`config.mk`:
```
export PLATFORM = sky130hd
export DESIGN_NAME = pc_fetch_ctrl_flat
export DESIGN_NICKNAME = d
export VERILOG_FILES = /design/src/rtl/pc_fetch_ctrl_if.sv /design/src/rtl/pc_fetch_ctrl.sv /design/src/flat_wrapper.sv
export SDC_FILE = /design/constraint.sdc
export NUM_CORES = 1
export LEC_CHECK = 0
export ABC_AREA = 0
export BUFFER_PORTS_ARGS = -buffer_cell sky130_fd_sc_hd__buf_2
export CAP_MARGIN = 20
export CELL_PAD_IN_SITES_DETAIL_PLACEMENT = 2
export CELL_PAD_IN_SITES_GLOBAL_PLACEMENT = 2
export CORE_MARGIN = 2
export CORE_UTILIZATION = 32
export CTS_CLUSTER_DIAMETER = 60
export CTS_CLUSTER_SIZE = 10
export DETAILED_ROUTE_END_ITERATION = 8
export PLACE_DENSITY = 0.85
export SLEW_MARGIN = 20
export SYNTH_ARGS = -nofsm -noshare
export SYNTH_HDL_FRONTEND = slang
export SYNTH_SLANG_ARGS = --single-unit
```
`constraint.sdc`:
```
create_clock -name clk -period 3.9 [get_ports clk]
set_clock_uncertainty 0.1 [all_clocks]
set_input_delay 0.78 -clock clk [delete_from_list [all_inputs] [get_ports clk]]
set_output_delay 0.78 -clock clk [all_outputs]
set_load 0.02 [all_outputs]
```
`src/rtl/pc_fetch_ctrl_if.sv`:
```
// Fetch-control bus: program handshake, branch controls and PC/status outputs.
// With CALL_RET_EN defined it also carries call/ret requests and the link register.
interface pc_fetch_ctrl_if #(
  parameter int PC_W  = 12,
  parameter int CNT_W = 16
);
  logic             start;
  logic             halt;
  logic             stall;
  logic             branch_taken;
  logic [PC_W-1:0]  target;
  logic [PC_W-1:0]  pc;
  logic             running;
  logic             done;
  logic             wrap_err;
  logic [CNT_W-1:0] instr_count;
`ifdef CALL_RET_EN
  logic             call;
  logic             ret;
  logic [PC_W-1:0]  link;
`endif

  modport master (
    output start, halt, stall, branch_taken, target,
    input  pc, running, done, wrap_err, instr_count
`ifdef CALL_RET_EN
    , output call, ret,
    input  link
`endif
  );

  modport slave (
    input  start, halt, stall, branch_taken, target,
    output pc, running, done, wrap_err, instr_count
`ifdef CALL_RET_EN
    , input  call, ret,
    output link
`endif
  );
endinterface

```
`src/rtl/pc_fetch_ctrl.sv`:
```
// Program counter and fetch control: IDLE/RUN/HALTED handshake, branches, retire count.
// Optional single-entry call/return link register enabled by defining CALL_RET_EN.
module pc_fetch_ctrl #(
  parameter int              PC_W       = 12,
  parameter logic [PC_W-1:0] START_ADDR = '0,
  parameter int              CNT_W      = 16
) (
  input  logic           clk,
  input  logic           rst_n,
  pc_fetch_ctrl_if.slave bus
);

  typedef enum logic [1:0] {
    IDLE   = 2'd0,
    RUN    = 2'd1,
    HALTED = 2'd2
  } state_t;

  state_t           state;
  logic [PC_W-1:0]  pc_q;
  logic [CNT_W-1:0] cnt_q;
  logic             wrap_q;
  logic [PC_W-1:0]  pc_inc;
  logic [CNT_W-1:0] cnt_sat;
  logic             pc_at_max;
`ifdef CALL_RET_EN
  logic [PC_W-1:0]  link_q;
`endif

  assign pc_inc    = pc_q + 1'b1;
  assign pc_at_max = &pc_q;
  // Retire counter sticks at all-ones rather than wrapping.
  assign cnt_sat   = (&cnt_q) ? cnt_q : cnt_q + 1'b1;

  // NOTE: state is updated with non-blocking assignments so every branch of the
  // case below reads the pre-edge values of pc_q/cnt_q, independent of statement order.
  always_ff @(posedge clk or negedge rst_n) begin
    if (!rst_n) begin
      state  <= IDLE;
      pc_q   <= START_ADDR;
      cnt_q  <= '0;
      wrap_q <= 1'b0;
`ifdef CALL_RET_EN
      // NOTE: link is reset only here; a start deliberately leaves it alone.
      link_q <= START_ADDR;
`endif
    end else begin
      case (state)
        IDLE, HALTED: begin
          if (bus.start) begin
            state  <= RUN;
            pc_q   <= START_ADDR;
            cnt_q  <= '0;
            wrap_q <= 1'b0;
          end
        end

        RUN: begin
          if (bus.halt) begin
            state <= HALTED;
            cnt_q <= cnt_sat;
          end else if (!bus.stall) begin
            cnt_q <= cnt_sat;
`ifdef CALL_RET_EN
            if (bus.ret) begin
              pc_q <= link_q;
            end else if (bus.call) begin
              link_q <= pc_inc;
              pc_q   <= bus.target;
            end else
`endif
            if (bus.branch_taken) begin
              pc_q <= bus.target;
            end else begin
              pc_q <= pc_inc;
              if (pc_at_max) wrap_q <= 1'b1;
            end
          end
        end

        default: state <= IDLE;
      endcase
    end
  end

  assign bus.pc          = pc_q;
  assign bus.instr_count = cnt_q;
  assign bus.wrap_err    = wrap_q;
  assign bus.running     = (state == RUN);
  assign bus.done        = (state == HALTED);
`ifdef CALL_RET_EN
  assign bus.link        = link_q;
`endif

endmodule

```
`src/flat_wrapper.sv`:
```
// flat-port wrapper written by rule: the top's interface ports become plain ports
module pc_fetch_ctrl_flat 
#(
  parameter int              PC_W       = 12,
  parameter logic [PC_W-1:0] START_ADDR = '0,
  parameter int              CNT_W      = 16
)
  (clk, rst_n, bus_start, bus_halt, bus_stall, bus_branch_taken, bus_target, bus_pc, bus_running, bus_done, bus_wrap_err, bus_instr_count);
  pc_fetch_ctrl_if #(.PC_W(PC_W), .CNT_W(CNT_W)) bus_i ();
  input  logic clk;
  input  logic rst_n;
  input wire logic [$bits(bus_i.start)-1:0] bus_start;
  input wire logic [$bits(bus_i.halt)-1:0] bus_halt;
  input wire logic [$bits(bus_i.stall)-1:0] bus_stall;
  input wire logic [$bits(bus_i.branch_taken)-1:0] bus_branch_taken;
  input wire logic [$bits(bus_i.target)-1:0] bus_target;
  output wire logic [$bits(bus_i.pc)-1:0] bus_pc;
  output wire logic [$bits(bus_i.running)-1:0] bus_running;
  output wire logic [$bits(bus_i.done)-1:0] bus_done;
  output wire logic [$bits(bus_i.wrap_err)-1:0] bus_wrap_err;
  output wire logic [$bits(bus_i.instr_count)-1:0] bus_instr_count;
  assign bus_i.start = bus_start;
  assign bus_i.halt = bus_halt;
  assign bus_i.stall = bus_stall;
  assign bus_i.branch_taken = bus_branch_taken;
  assign bus_i.target = bus_target;
  assign bus_pc = bus_i.pc;
  assign bus_running = bus_i.running;
  assign bus_done = bus_i.done;
  assign bus_wrap_err = bus_i.wrap_err;
  assign bus_instr_count = bus_i.instr_count;
  pc_fetch_ctrl #(.PC_W(PC_W), .START_ADDR(START_ADDR), .CNT_W(CNT_W)) u_core (.clk(clk), .rst_n(rst_n), .bus(bus_i));
endmodule
```
==> results.cfg <==
[die]
dieArea_um2 = 6100
die_w_um = 78.1
die_h_um = 78.1
fp-row-count = 26
start_util_pct = 33.8
io_pins = 49
fp.coreArea_um2 = 5200

[global_route]
grt_max_degree = 32
grt.total_usage_pct = 21.4
grt_first_pass_wirelength_mm = 10.1
antenna_found_initial = 0
grt_pass1_vias = 1957
grt.overflow.total = 0

[yosys]
synth_seq_cells = 31
synthArstFlopShare_pct = 100
synth_top_area_share_pct = 44.2
netlist_area_um2 = 1760
synth_commonest_cells = dfrtp_1 (31), nor2_1 (21), o21ai_0 (21)
syn_inst = 202
syn-mean-instance-area_um2 = 8.70
synth.area.top_cells = dfrtp_1 (44%), o21ai_0 (6.0%), nor2_1 (4.5%), nand2_1 (4.1%), o31ai_1 (3.4%)
yosysTopAreaCell = dfrtp_1
synth_enable_flop_cells = 0
seq_area_frac_synth_pct = 44.2
synth_ff_type = dfrtp_1
yosysWarnings = 0
synth_nets = 222
ys_types = 41
synth.most_common_cell = dfrtp_1

[sta]
hold_slack_ns = 0.390
tightest_slew_ns = 0.866
rsz0062_at_grt = no
finalMaxSlewViolations = 0
finalSetupTns_ns = 0
setup_ws_ns = 1.64
period_share_pct = 58.0
slew_headroom_pct = 42.1
clock.fmax_mhz = 442
fin_crit_ns = 2.26
finalHoldViolCount = 0
finalSetupViolCount = 0

[worst_setup_path]
cp_top_family = buffers and inverters
required_ns = 3.02
slowest_stage = dfrtp_1
cp_cell_sequence = nand2b_4, inv_1, buf_2
crit_buf_inv = 2
startpoint = u_core.state[1]
crit_fanout = 14
endpoint_kind = output pin
critPathKind = flip-flop to output pin
critical_path_arrival_ns = 1.38
r2r-start = u_core.bus.instr_count[0]
startpoint_type = flip-flop
cp_slowest_stage_delay_ns = 0.41

[final_layout]
area_growth_pct = 22.8
antennaDiodeCount = 0
drive_above_1_share_pct = 25.1
nFillCells = 637
final_util_pct = 41.4
multiInputGateArea_um2 = 935
nets = 270
seq_area_um2 = 776
stdcell_area_um2 = 2160
finalNonFillerCells = 321

[hold_path]
hp-class = flip-flop to flip-flop
min_from = u_core.bus.wrap_err

[routing]
postRouteAntennaNets = 0
vias = 1772
viasPerCell = 5.52
dr.first_iter.drc_count = 66
drc = 0
avgRoutedWirePerCell_um = 18.4
dr.pass1.iters = 4
routed_wl_mm = 5.90

[clock_network]
clockRootBuffer = clkbuf_8
cts.clk_slew.worst_paths_ns = 0.06
tritoncts = yes
post_cts_buffers = 0
holdBufCountCts = 0
post_cts_resized = 0
clkLatencyLatePin_ns = 0.29
htreeDepth = 2
cts_buffer_depth = 2
cts_buffers = 5
cts.sinks = 31

[placement]
pre_cts_ws_ns = 1.40
dpl_cell_area_um2 = 2060
dpl.hpwl_mm = 4.30
port_buffers = 48
placed_cells = 313
place_congestion = 0.808

[flow_run]
cap_violations = 0

[power_and_ir_drop]
finalPower_uw = 915
vdd_drop_max_v = 0.000204
p_per_area_nw_per_um2 = 424
p_leak_nw = 1.03

[run_status]
status = finished, final reports clean
==> path summary, 6_finish.rpt <==
kind                                                  end  slack [ns]  depth (start not counted)
worst max-delay path                          bus_running        1.64                          3
worst min-delay path                  u_core.bus.wrap_err        0.39                          2
worst max register to register  u_core.bus.instr_count[9]        1.69                          6
worst min register to register        u_core.bus.wrap_err        0.39                          2
max in group asynchronous                u_core.bus.pc[1]        2.78                          1
min in group asynchronous       u_core.bus.instr_count[8]        0.45                          1
==> routing by layer <==
| layer | GRT usage, % | vias to the layer above | part of all wire [%] |
|---|---|---|---|
| met1 | 27.4 | 885 | 46 |
| met4 | 8.60 | 0 | 1.5 |
| met5 | 0 | - | 0 |
| met3 | 3.91 | 8 | 3.6 |
| met2 | 35.7 | 38 | 49 |
| li1 | - | 841 | - |
==> cell families after synthesis <==
| group | share of synthesized area [%] |
|---|---|
| xor gates and xnor gates | 1.50 |
| AOI/OAI and AO/OA | 22.6 |
| adders and majority gates | 1.42 |
| muxes | 0.570 |
| DFF | 44.2 |
| buffers and inverters | 2.64 |
| and+or+nand+nor | 27.1 |
==> flip-flops by register name (all words and copies together) (netlist names) <==
| signal | flops |
|---|---|
| u_core.bus.instr_count | 16 |
| u_core.bus.pc | 12 |
| u_core.bus.wrap_err | 1 |
| u_core.state | 2 |
==> tightest hold or removal path, cell delays in order, from the launching register on <==
cell and delay, ns:
dfrtp_1 0.34, nand2_1 0.06, o31ai_1 0.06
==> cell usage in the layout, fill, tap and decap left out, types with 4 or more instances in the layout <==
master	n
buf_2	48
dfrtp_1	31
nor2_1	21
o21ai_0	21
nand2_1	19
nand3_1	10
o21ai_1	10
a21oi_1	9
and3_1	8
o31ai_1	8
clkbuf_8	7
inv_1	5
nor3_1	5
a31oi_1	4
==> layout make-up <==
cell class | count | share of cell area [%]
clock buffers | 8 | 4.64
inverters | 5 | 0.870
well taps | 70 | 4.06
multi-input cells | 159 | 43.3
flip-flops and latches | 31 | 36.0
repair buffers | 48 | 11.1
==> where the power goes <==
group          internal (mW)  leakage, nW  switching [mW]  total (mW)
logic                 0.0746        0.554           0.160       0.235
registers              0.351        0.426          0.0435       0.395
clock network          0.161       0.0515           0.124       0.285
(Power assumes the default switching activity.)
